$ cat config.mk
export PLATFORM = sky130hd
export DESIGN_NAME = mio_bus_arbiter
export DESIGN_NICKNAME = d
export VERILOG_FILES = /design/src/rtl/mio_bus_arbiter.sv
export SDC_FILE = /design/constraint.sdc
export NUM_CORES = 1
export LEC_CHECK = 0
export BUFFER_PORTS_ARGS = -buffer_cell sky130_fd_sc_hd__buf_2
export CORE_MARGIN = 3
export CORE_UTILIZATION = 35
export CTS_CLUSTER_SIZE = 40
export DETAILED_ROUTE_END_ITERATION = 6
export GPL_TIMING_DRIVEN = 0
export RECOVER_POWER = 50
export SLEW_MARGIN = 20
export SYNTH_ARGS = -nofsm -noshare
export SYNTH_HDL_FRONTEND = slang
export SYNTH_SLANG_ARGS = --single-unit
$ cat constraint.sdc
create_clock -name clk -period 1.9 [get_ports clk]
set_input_delay 0 -clock clk [delete_from_list [all_inputs] [get_ports clk]]
set_output_delay 0 -clock clk [all_outputs]
set_load 0.05 [all_outputs]
$ cat src/rtl/mio_bus_arbiter.sv
// mio_bus_arbiter: shares one MIO port between instruction fetch and data access.
// Optional MIO_TIMEOUT_EN: aborts a granted access after TIMEOUT cycles without bus_ready.
module mio_bus_arbiter #(
  parameter int TIMEOUT = 255
) (
  input  logic        clk,
  input  logic        rst_n,
  input  logic        if_req,
  input  logic [31:0] if_addr,
  output logic [31:0] if_rdata,
  output logic        if_ack,
  input  logic        dm_req,
  input  logic        dm_we,
  input  logic [31:0] dm_addr,
  input  logic [31:0] dm_wdata,
  input  logic [3:0]  dm_be,
  output logic [31:0] dm_rdata,
  output logic        dm_ack,
  output logic        bus_req,
  output logic        bus_we,
  output logic [31:0] bus_addr,
  output logic [31:0] bus_wdata,
  output logic [3:0]  bus_be,
  input  logic [31:0] bus_rdata,
  input  logic        bus_ready,
  output logic        bus_err,
  output logic        stall_if,
  output logic        stall_mem
);
  typedef enum logic [1:0] {IDLE, GRANT_IF, GRANT_DM} state_t;
  state_t      state;
  logic        last_dm;
  logic        expire;
  logic        done;
  logic [31:0] done_data;
  if (TIMEOUT < 1 || TIMEOUT > 65535) begin : g_bad_timeout
    $error("mio_bus_arbiter: TIMEOUT must be 1..65535");
  end
`ifdef MIO_TIMEOUT_EN
  logic [15:0] cnt;
  assign expire = !bus_ready && (cnt + 16'd1 == 16'(TIMEOUT));
`else
  assign expire  = 1'b0;
  assign bus_err = 1'b0;
`endif
  assign done      = bus_ready || expire;
  assign done_data = bus_ready ? bus_rdata : 32'hDEADBEEF;
  assign stall_if  = if_req & ~if_ack;
  assign stall_mem = dm_req & ~dm_ack;
  // arbitration, bus sequencing and completion, all outputs registered
  always_ff @(posedge clk or negedge rst_n) begin
    if (!rst_n) begin
      state     <= IDLE;
      last_dm   <= 1'b0;
      bus_req   <= 1'b0;
      bus_we    <= 1'b0;
      bus_addr  <= '0;
      bus_wdata <= '0;
      bus_be    <= 4'h0;
      if_ack    <= 1'b0;
      dm_ack    <= 1'b0;
      if_rdata  <= '0;
      dm_rdata  <= '0;
`ifdef MIO_TIMEOUT_EN
      cnt       <= '0;
      bus_err   <= 1'b0;
`endif
    end else begin
      if_ack <= 1'b0;
      dm_ack <= 1'b0;
`ifdef MIO_TIMEOUT_EN
      bus_err <= 1'b0;
`endif
      case (state)
        IDLE: begin
          if (dm_req && (!if_req || !last_dm)) begin
            state     <= GRANT_DM;
            bus_req   <= 1'b1;
            bus_we    <= dm_we;
            bus_addr  <= dm_addr;
            bus_wdata <= dm_wdata;
            bus_be    <= dm_we ? dm_be : 4'hF;
            last_dm   <= 1'b1;
          end else if (if_req) begin
            state     <= GRANT_IF;
            bus_req   <= 1'b1;
            bus_we    <= 1'b0;
            bus_addr  <= if_addr;
            bus_wdata <= '0;
            bus_be    <= 4'hF;
            last_dm   <= 1'b0;
          end
`ifdef MIO_TIMEOUT_EN
          cnt <= '0;
`endif
        end
        default: begin
          if (done) begin
            state   <= IDLE;
            bus_req <= 1'b0;
            bus_we  <= 1'b0;
            if (state == GRANT_IF) begin
              if_rdata <= done_data;
              if_ack   <= 1'b1;
            end else begin
              dm_rdata <= done_data;
              dm_ack   <= 1'b1;
            end
`ifdef MIO_TIMEOUT_EN
            bus_err <= expire;
`endif
          end
`ifdef MIO_TIMEOUT_EN
          cnt <= cnt + 16'd1;
`endif
        end
      endcase
    end
  end
endmodule

==> reports/summary.md, run 1 <==
• Flop pwr share: 28.0%
• timing startpoint of the critical path: state[1]
• I/O Pins: 277
• worst reg2reg setup slack: 280 ps
• grt ovf: 0
• endpoint of the most critical register-to-register path: if_rdata[5]
• classification of the worst-slack hold path: in2async
• sum of met3 wire segment lengths after detailed routing: 1500 um
• Pins Over Slew Limit: 0
• Max Root-Sink Buffers: 2
• worst-path fanout max: 10
• WL/cell: 17.6 um
• # port buffers: 275
• cells traversed along the worst timing path: nand3b_1 -> buf_2 -> mux2_2
• total of flip-flops plus latches after synthesis: 139
• crit path capture type: flip-flop
• routed vias: 4686
• area of the multi-input gates: 0.00204 sq mm
• number of hold violations in the final report: 0
• number of placement rows: 45
• library cell contributing the largest single delay on the critical path: sky130_fd_sc_hd__dfrtp_1
• Mean Syn Cell Area: 16.2 sq um
• Cells after Synth: 350
• Synth area leader: sky130_fd_sc_hd__dfrtp_1
• design internal power: 9.59 mW
• Final period util: 85.3%
• Net Count, Synth: 488
• Skew-Pair Late Insertion Delay: 410 ps
• synth warn: 0
• fin crit period: 1620 ps
• final net count: 918
• register clock-pin slew on the reported worst setup and hold paths: 60 ps
• Cell variety after synth: 23
• share of total power consumed by net switching: 48.9%
• maximum capacitance violations: 0
• share of final-layout standard cells stronger than drive strength 1: 49.2%
• buffer type at the clock tree root: sky130_fd_sc_hd__clkbuf_16
• post-CTS setup buffer count: 0
• total track usage: 20.1%
• static leakage: 4.45 nW
• share of total power in the clock network: 19.5%
• crit path to: if_rdata[5]
• maximum vdd drop: 1.39 mV
• top cells by area, synth: sky130_fd_sc_hd__dfrtp_1, sky130_fd_sc_hd__mux2_2, sky130_fd_sc_hd__mux2_4, sky130_fd_sc_hd__a22o_1, sky130_fd_sc_hd__buf_2
• total power after layout: 18.8 mW
• antenna violations before repair: 0
• top-area cell type share of the netlist area: 61.3%
• vias per std cell: 4.67
• FF-to-FF Start: state[1]
• power per cell area: 2030 mW/mm^2
• H-tree lvl count: 4
• detailed placer's ending HPWL: 11500 um
• placeable core area: 0.0155 sq mm
• final sum of negative setup slack: 0 ps
• wirelength, routed: 17700 um
• sequential standard cell area: 0.00348 sq mm
• drt pass-1 iters: 4
• Sw Pwr: 9.16 mW
• DIE HEIGHT: 133 um
• fillcell total: 1213
• chip width: 133 um
• number of CTS-inserted buffers: 17
• Syn-to-layout area delta: 63.2%
• cell area after technology mapping: 0.00567 sq mm
• largest net degree at the start of global routing: 76
• sort of element at the start of the critical path: flip-flop
• run status: complete, no violations
• Starting Density: 36.5%
• number of gates given a new drive strength after cts: 0
• worst stage delay on the critical path: 460 ps
• top routing layer in use: met4
• CTS tree: built
• detailed-route DRC error count: 0
• worst-margin pin slew: 992 ps
• setup-violating endpoint count in the final report: 0
• clk_skew: 5.98 ps
• part of the Yosys area used for sequential elements: 61.3%
• CP Data Arrival Time: 1910 ps
• maximum frequency from static timing analysis: 617 MHz
• Comb power frac: 52.5%
• last weighted congestion value of the routability-driven placer: 0.785
• number of global-route vias before repair: 5332
• total length of routed met2 wires: 8740 um
• critical path type: reg2reg
• Post-Route M1 WL: 7010 um
• Sinks on Clock Net: 139
• worst reg-to-reg path cell count: 3
• first-pass GRT wire length: 28400 um
• Worst EP required: 2190 ps
• worst slew slack as a fraction of its limit: 33.8%
• final antenna diode count: 0
• RSZ-0062 raised after global routing: no
• First DRT Iteration DRCs: 96
• Routed Antenna Nets: 0
• full die area: 0.0178 sq mm
[kinds of logic after synthesis]
logic type	after synthesis	share of synthesized area [%]
muxes	133	28.4
AOI/OAI and AO/OA	40	6.05
other	1	0.0661
DFF	139	61.3
and+or+nand+nor	12	1.43
buffers and inverters	25	2.74
[routing by layer]
metal / GRT usage (%) / up-vias
met3: 7.36 / 32
met2: 35.0 / 217
li1: - / 2121
met5: 0 / -
met1: 22.5 / 2316
met4: 7.94 / 0
[registers in the layout, indices dropped and copies added (netlist names)]
name       flops
dm_rdata      32
bus_be         4
bus_wdata     32
if_ack         1
bus_we         1
if_rdata      32
bus_addr      32
last_dm        1
dm_ack         1
state          2
bus_req        1
[power by group through the flow]
stage	clock network, mW	logic (mW)	registers [mW]
global placement	0	9.75	5.14
global route	3.90	10.3	5.43
CTS	3.75	10.1	5.20
finish	3.66	9.84	5.25
detailed placement	0	9.86	5.23
floorplan	0	2.39	10.2
[worst min path at each step]
| stage | from | end | slack, ps |
|---|---|---|---|
| floorplan | rst_n | bus_addr[0] | -300 |
| global placement | dm_wdata[13] | bus_wdata[13] | 220 |
| detailed placement | rst_n | bus_wdata[11] | -20 |
| CTS | rst_n | bus_wdata[11] | 130 |
| global route | rst_n | bus_wdata[11] | 140 |
| finish | rst_n | bus_wdata[11] | 110 |
[worst max-delay path: cells and delay by family, from the launching register on]
kind	cells	cell delay, ps
simple gates	1	320
flops	1	460
mux	1	380
buf+inv	1	340
[cells in the final DEF, fill, tap and decap left out, types with 4 or more instances in the layout]
master	instances
sky130_fd_sc_hd__clkbuf_16	17
sky130_fd_sc_hd__inv_1	4
sky130_fd_sc_hd__bufinv_16	5
sky130_fd_sc_hd__buf_2	218
sky130_fd_sc_hd__mux2_2	102
sky130_fd_sc_hd__buf_8	4
sky130_fd_sc_hd__nand3b_1	5
sky130_fd_sc_hd__a22o_1	32
sky130_fd_sc_hd__mux2_4	30
sky130_fd_sc_hd__dlygate4sd3_1	135
sky130_fd_sc_hd__clkbuf_1	73
sky130_fd_sc_hd__dfrtp_1	139
[final cells by class]
class	instances	area share [%]
Sequential cell	139	37.6
Timing Repair Buffer	411	28.7
Multi-Input combinational cell	186	22.0
Clock buffer	21	5.08
Tap cell	211	2.85
Clock inverter	11	2.06
Buffer	21	1.51
Inverter	4	0.162
[timing repair]
| item | 4_1_cts | 5_1_grt |
|---|---|---|
| hold buffers | 135 | 0 |
| setup endpoints to repair | 0 | 0 |
| endpoints found under the hold margin | 209 | 0 |
[synth_stat cells (all sizes together)]
cell / n
a21bo: 1
a21boi: 2
a21o: 2
a22o: 32
buf: 18
clkbuf: 3
conb: 1
dfrtp: 139
inv: 4
mux2: 132
mux2i: 1
nand2: 3
nand3b: 5
nor2: 1
nor2b: 2
nor3: 1
o21ai: 2
o2bb2ai: 1
[metrics by stage]
step / utilization (%) / area (sq um) / worst slack (ps) / instances / hold WS, ps
after CTS: 60.2 / 9360 / 214 / 1004 / 128
final: 59.5 / 9250 / 280 / 1004 / 109
after floorplan: - / 5670 / 429 / 350 / -296
after detailed placement: 47.3 / 7350 / 223 / 837 / -22.5
after global routing: 59.5 / 9250 / 71.9 / 1004 / 138
after global placement: 47.0 / 7310 / -993 / 836 / 220
Note: power is estimated with default switching activity, not from simulation.
==> run 2, diff against run 1 <==
==> constraint.sdc (replaced) <==
create_clock -name clk -period 1.5 [get_ports clk]
set_input_delay 0 -clock clk [delete_from_list [all_inputs] [get_ports clk]]
set_output_delay 0 -clock clk [all_outputs]
set_load 0.05 [all_outputs]
==> reports/summary.md, run 2 (same netlist as run 1, synthesis figures left out) <==
• number of global-route vias before repair: 5349, +0.32%
• First DRT Iteration DRCs: 101, +5.2%
• maximum capacitance violations: 0, unchanged
• worst slew slack as a fraction of its limit: 39.2%, +5.3 points
• CP Data Arrival Time: 1860 ps, -50 ps
• wirelength, routed: 17800 um, +0.78%
• number of hold violations in the final report: 0, unchanged
• placeable core area: 0.0155 sq mm, unchanged
• total power after layout: 24.1 mW, +29%
• classification of the worst-slack hold path: in2reg
• share of total power consumed by net switching: 48.3%, -0.52 points
• drt pass-1 iters: 4, unchanged
• first-pass GRT wire length: 28400 um, about the same
• design internal power: 12.5 mW, +30%
• maximum frequency from static timing analysis: 636 MHz, +3.1%
• final antenna diode count: 0, unchanged
• final net count: 923, +0.54%
• full die area: 0.0178 sq mm, unchanged
• antenna violations before repair: 0, unchanged
• worst-margin pin slew: 912 ps, -79.9 ps
• timing startpoint of the critical path: last_dm
• Sw Pwr: 11.7 mW, +27%
• Starting Density: 36.5%, unchanged
• detailed-route DRC error count: 0, unchanged
• Pins Over Slew Limit: 0, unchanged
• met1 Usage GRT: 22.1%, -0.47 points
• routed vias: 4732, +0.98%
• CTS tree: built
• setup-violating endpoint count in the final report: 30, +30
• share of total power in the clock network: 19.2%, -0.3 points
• buffer type at the clock tree root: sky130_fd_sc_hd__clkbuf_16
• last weighted congestion value of the routability-driven placer: 0.785, unchanged
• FF-to-FF Start: last_dm
• most common cell after layout, fill and taps aside: sky130_fd_sc_hd__buf_2
• number of placement rows: 45, unchanged
• H-tree lvl count: 4, unchanged
• largest net degree at the start of global routing: 76, unchanged
• WL/cell: 17.6 um, +0.28%
• Sinks on Clock Net: 139, unchanged
• power per cell area: 2560 mW/mm^2, +26%
• sequential standard cell area: 0.00348 sq mm, about the same
• run status: finished, violations left
• Max Root-Sink Buffers: 2, unchanged
• Setup WS post-layout: -72.0 ps, -352 ps
• GR Util met3: 7.55%, +0.19 points
• I/O Pins: 277, unchanged
• area post-placement: 0.00735 sq mm, unchanged
• grt ovf: 0, unchanged
• crit path capture type: flip-flop
• Final period util: 105%, +20 points
• # port buffers: 275, unchanged
• Worst EP required: 1790 ps, -400 ps
• sort of element at the start of the critical path: flip-flop
• Skew-Pair Late Insertion Delay: 410 ps, about the same
• Flop pwr share: 27.6%, -0.4 points
• GR met2 Demand/Resource: 35.5%, +0.51 points
• worst-path fanout max: 10, unchanged
• DIE HEIGHT: 133 um, unchanged
• GR peak layer: met2
• register clock-pin slew on the reported worst setup and hold paths: 60 ps, about the same
• chip width: 133 um, unchanged
• final sum of negative setup slack: -1420 ps, -1420 ps
• static leakage: 4.58 nW, +3.0%
• maximum vdd drop: 1.79 mV, +28%
• share of final-layout standard cells stronger than drive strength 1: 52.5%, +3.3 points
• number of CTS-inserted buffers: 17, unchanged
• summed area of non-filler cells in the final layout: 0.00942 sq mm, +1.7%
• Syn-to-layout area delta: 66.0%
• vias per std cell: 4.69, +0.48%
• Comb power frac: 53.2%, +0.7 points
• Routed Antenna Nets: 0, unchanged
• detailed placer's ending HPWL: 11500 um, unchanged
• violations in the final reports: setup timing
• fin crit period: 1570 ps, -48.0 ps
• fillcell total: 1186, -2.2%
• clk_skew: 3.81 ps, -2.18 ps
• area of the multi-input gates: 0.00206 sq mm, +1.0%
• top library cells by usage in the layout, fill and taps aside: sky130_fd_sc_hd__buf_2, sky130_fd_sc_hd__dfrtp_1, sky130_fd_sc_hd__dlygate4sd3_1
• critical path type: reg2reg
• total track usage: 20.2%, +0.032 points
• RSZ-0062 raised after global routing: yes
• Hold Startpoint: if_req
[run 2: cell type report]
| cell class | count | share of cell area (%) |
|---|---|---|
| Clock buffer | 21 | 5.00 |
| Sequential cell | 139 | 37.0 |
| Inverter | 4 | 0.159 |
| Buffer | 21 | 2.31 |
| Multi-Input combinational cell | 186 | 21.9 |
| Clock inverter | 11 | 2.02 |
| Timing Repair Buffer | 416 | 28.9 |
| Tap cell | 211 | 2.80 |
[run 2: path summary, 6_finish.rpt]
check | slack (ps) | to | cells past startpoint
hold reg to reg | 500 | if_rdata[9] | 1
setup / recovery | -70 | bus_addr[26] | 5
hold / removal | 100 | state[0] | 3
min in group asynchronous | 280 | bus_wdata[11] | 2
setup reg to reg | -70 | bus_addr[26] | 5
max in group asynchronous | 180 | if_rdata[18] | 3
[run 2: metal layers]
metal | up-vias | wire length, um
met2 | 201 | 8870
met4 | 0 | 444
li1 | 2130 | -
met3 | 34 | 1550
met5 | - | 0
met1 | 2367 | 6940
[run 2: worst max-delay path: stages (launching register included)]
cell and delay (ps):
sky130_fd_sc_hd__dfrtp_1 390, sky130_fd_sc_hd__a21bo_1 180, sky130_fd_sc_hd__buf_6 150, sky130_fd_sc_hd__buf_12 150
sky130_fd_sc_hd__mux2_4 300, sky130_fd_sc_hd__mux2_4 270
[run 2: power by group through the flow]
stage	logic [mW]	registers, mW	clock network [mW]
after detailed placement	12.5	6.62	0
after global placement	12.4	6.51	0
after CTS	12.9	6.59	4.75
after global routing	13.4	6.88	4.95
after floorplan	3.03	12.9	0
final	12.8	6.66	4.64
[run 2: repair_timing]
item / CTS / global route
hold buffers: 135 / 0
pin swaps: 1 / 2
setup buffers: 2 / 3
endpoints found under the setup margin: 124 / 106
gates resized for setup: 18 / 16
endpoints found under the hold margin: 209 / 0
[run 2: stage by stage]
stage                     util (%)  std cells  setup WS [ps]  hold WS [ps]
after floorplan                  -        350           28.6          -296
after global placement        47.0        836          -1390           220
after detailed placement      47.3        837           -177         -22.5
after CTS                     60.6       1006          -57.4           128
after global routing          60.6       1009           -105           112
final                         60.6       1009          -72.0          95.1
==> run 3, diff against run 2 <==
--- a/config.mk
+++ b/config.mk
@@ -12,6 +12,7 @@
 export DETAILED_ROUTE_END_ITERATION = 6
 export GPL_TIMING_DRIVEN = 0
 export RECOVER_POWER = 50
+export SETUP_SLACK_MARGIN = 0.05
 export SLEW_MARGIN = 20
 export SYNTH_ARGS = -nofsm -noshare
 export SYNTH_HDL_FRONTEND = slang
==> reports/summary.md, run 3 (same netlist as run 1, synthesis figures left out) <==
• setup-violating endpoint count in the final report: 30, unchanged
• grt ovf: 0, unchanged
• Worst EP required: 1790 ps, about the same
• number of global-route vias before repair: 5244, -2.0%
• Skew-Pair Late Insertion Delay: 420 ps, about the same
• crit path capture type: flip-flop
• drt pass-1 iters: 4, unchanged
• Sinks on Clock Net: 139, unchanged
• last weighted congestion value of the routability-driven placer: 0.741, -5.6%
• full die area: 0.0178 sq mm, unchanged
• maximum vdd drop: 1.47 mV, -18%
• clk_skew: 7.56 ps, +3.75 ps
• static leakage: 4.60 nW, +0.38%
• final antenna diode count: 0, unchanged
• worst-path fanout max: 10, unchanged
• run status: finished, violations left
• CP Data Arrival Time: 1830 ps, -30 ps
• number of cells after detailed placement: 837, unchanged
• Final period util: 103%, -2.1 points
• WL/cell: 17.6 um, -0.44%
• maximum frequency from static timing analysis: 649 MHz, +2.1%
• detailed-route DRC error count: 0, unchanged
• crit-path most repeated cell: sky130_fd_sc_hd__mux2_4
• violations in the final reports: setup timing
• total track usage: 20.0%, -0.15 points
• chip width: 133 um, unchanged
• H-tree lvl count: 4, unchanged
• largest net degree at the start of global routing: 74, -2.6%
• critical path type: reg2reg
• DIE HEIGHT: 133 um, unchanged
• wirelength, routed: 17800 um, -0.24%
• Routed Antenna Nets: 0, unchanged
• CTS tree: built
• WP buf/inv: 2, unchanged
• worst stage delay on the critical path: 380 ps, about the same
• detailed placer's ending HPWL: 11300 um, -1.8%
• final net count: 927, +0.43%
• number of hold violations in the final report: 0, unchanged
• Setup WS post-layout: -40.1 ps, +31.9 ps
• number of CTS-inserted buffers: 17, unchanged
• Syn-to-layout area delta: 67.2%
• Max Root-Sink Buffers: 2, unchanged
• routed vias: 4669, -1.3%
• first-pass GRT wire length: 28200 um, -0.85%
• cells traversed along the worst timing path: a21bo_1 -> buf_6 -> buf_12 -> mux2_4 -> mux2_4
• placeable core area: 0.0155 sq mm, unchanged
• First DRT Iteration DRCs: 100, -0.99%
• register clock-pin slew on the reported worst setup and hold paths: 60 ps, about the same
• number of cells in the finished layout apart from fillers: 1011, +0.20%
• Starting Density: 36.5%, unchanged
• RSZ-0062 raised after global routing: yes
• classification of the worst-slack hold path: in2reg
• antenna violations before repair: 0, unchanged
• share of final-layout standard cells stronger than drive strength 1: 52.5%, about the same
• vias per std cell: 4.62, -1.5%
• I/O Pins: 277, unchanged
• summed area of non-filler cells in the final layout: 0.00948 sq mm, +0.69%
• fin crit period: 1540 ps, -31.9 ps
• library cell contributing the largest single delay on the critical path: sky130_fd_sc_hd__dfrtp_1
• worst slew slack as a fraction of its limit: 38.5%, -0.63 points
• area post-placement: 0.00735 sq mm, unchanged
• sort of element at the start of the critical path: flip-flop
• Pins Over Slew Limit: 0, unchanged
• top library cells by usage in the layout, fill and taps aside: sky130_fd_sc_hd__buf_2, sky130_fd_sc_hd__dfrtp_1, sky130_fd_sc_hd__dlygate4sd3_1
• worst-margin pin slew: 922 ps, +9.40 ps
• family with the most delay on the worst path: multiplexers
• power per cell area: 2530 mW/mm^2, -1.4%
• number of placement rows: 45, unchanged
• maximum capacitance violations: 0, unchanged
• most common cell after layout, fill and taps aside: sky130_fd_sc_hd__buf_2
• # port buffers: 275, unchanged
• buffer type at the clock tree root: sky130_fd_sc_hd__clkbuf_16
[run 3: cell types whose count changed in the layout (fill, tap and decap cells not counted), moves of 3 or more]
cell,previous run,this run
sky130_fd_sc_hd__mux2_2,99,96
sky130_fd_sc_hd__mux2_4,33,36
sky130_fd_sc_hd__clkbuf_16,17,20
sky130_fd_sc_hd__clkbuf_1,51,54
sky130_fd_sc_hd__clkbuf_2,3,0
sky130_fd_sc_hd__buf_8,1,4
[run 3: area by class of cell]
class / instances / area [sq um]
clock buffer: 19 / 443
timing repair buffer: 420 / 2820
multi-input combinational: 186 / 2070
fill: 1220 / 6060
inverter: 4 / 15.0
sequential: 139 / 3480
buffer: 21 / 236
clock inverter: 11 / 146
tap: 211 / 264
[run 3: worst paths after layout]
kind	depth (start not counted)	to	from	slack, ps
setup reg to reg	5	bus_addr[19]	last_dm	-40
setup / recovery	5	bus_addr[19]	last_dm	-40
min in group asynchronous	2	bus_wdata[10]	rst_n	290
max in group asynchronous	3	dm_rdata[17]	rst_n	180
hold / removal	4	bus_we	if_req	90
hold reg to reg	1	bus_wdata[19]	bus_wdata[19]	500
[run 3: layer usage]
metal  GRT usage, %  vias to the layer above  share of wire [%]
met3           7.29                       31                8.3
li1               -                     2143                  -
met2           34.2                      218                 50
met1           22.9                     2277                 39
met4           7.83                        0                2.5
met5              0                        -                  0
[run 3: what timing repair did]
item | 4_1_cts | 5_1_grt
hold buffers | 135 | 0
pin swaps | 17 | 12
cloned | 0 | 3
hold endpoints to repair | 202 | 0
setup endpoints to repair | 126 | 97
resized for setup | 33 | 15
setup buffers | 5 | 1
[run 3: stage by stage]
step / util, % / power, mW / setup slack [ps] / setup TNS (ps) / hold slack [ps]
4_1_cts: 60.6 / 23.9 / -44.8 / -855 / 87.2
2_1_floorplan: - / 16.0 / 28.6 / 0 / -296
3_5_place_dp: 47.3 / 19.1 / -177 / -11530 / -7.53
5_1_grt: 61.0 / 25.0 / -90.0 / -4880 / 110
6_report: 61.0 / 23.9 / -40.1 / -662 / 90.8
3_3_place_gp: 47.0 / 18.9 / -1410 / -201260 / 219
[run 3: worst reg2reg max path, stage by stage, from the launching register on]
cell and delay (ps):
sky130_fd_sc_hd__dfrtp_1 380, sky130_fd_sc_hd__a21bo_1 180, sky130_fd_sc_hd__buf_6 150, sky130_fd_sc_hd__buf_12 150, sky130_fd_sc_hd__mux2_4 300, sky130_fd_sc_hd__mux2_4 270
[run 3: power by group]
group,total (mW),switching (mW),internal [mW]
sequential,6.66,1.04,5.62
combinational,13.1,9.10,3.96
clock,4.22,1.58,2.64
total,23.9,11.7,12.2
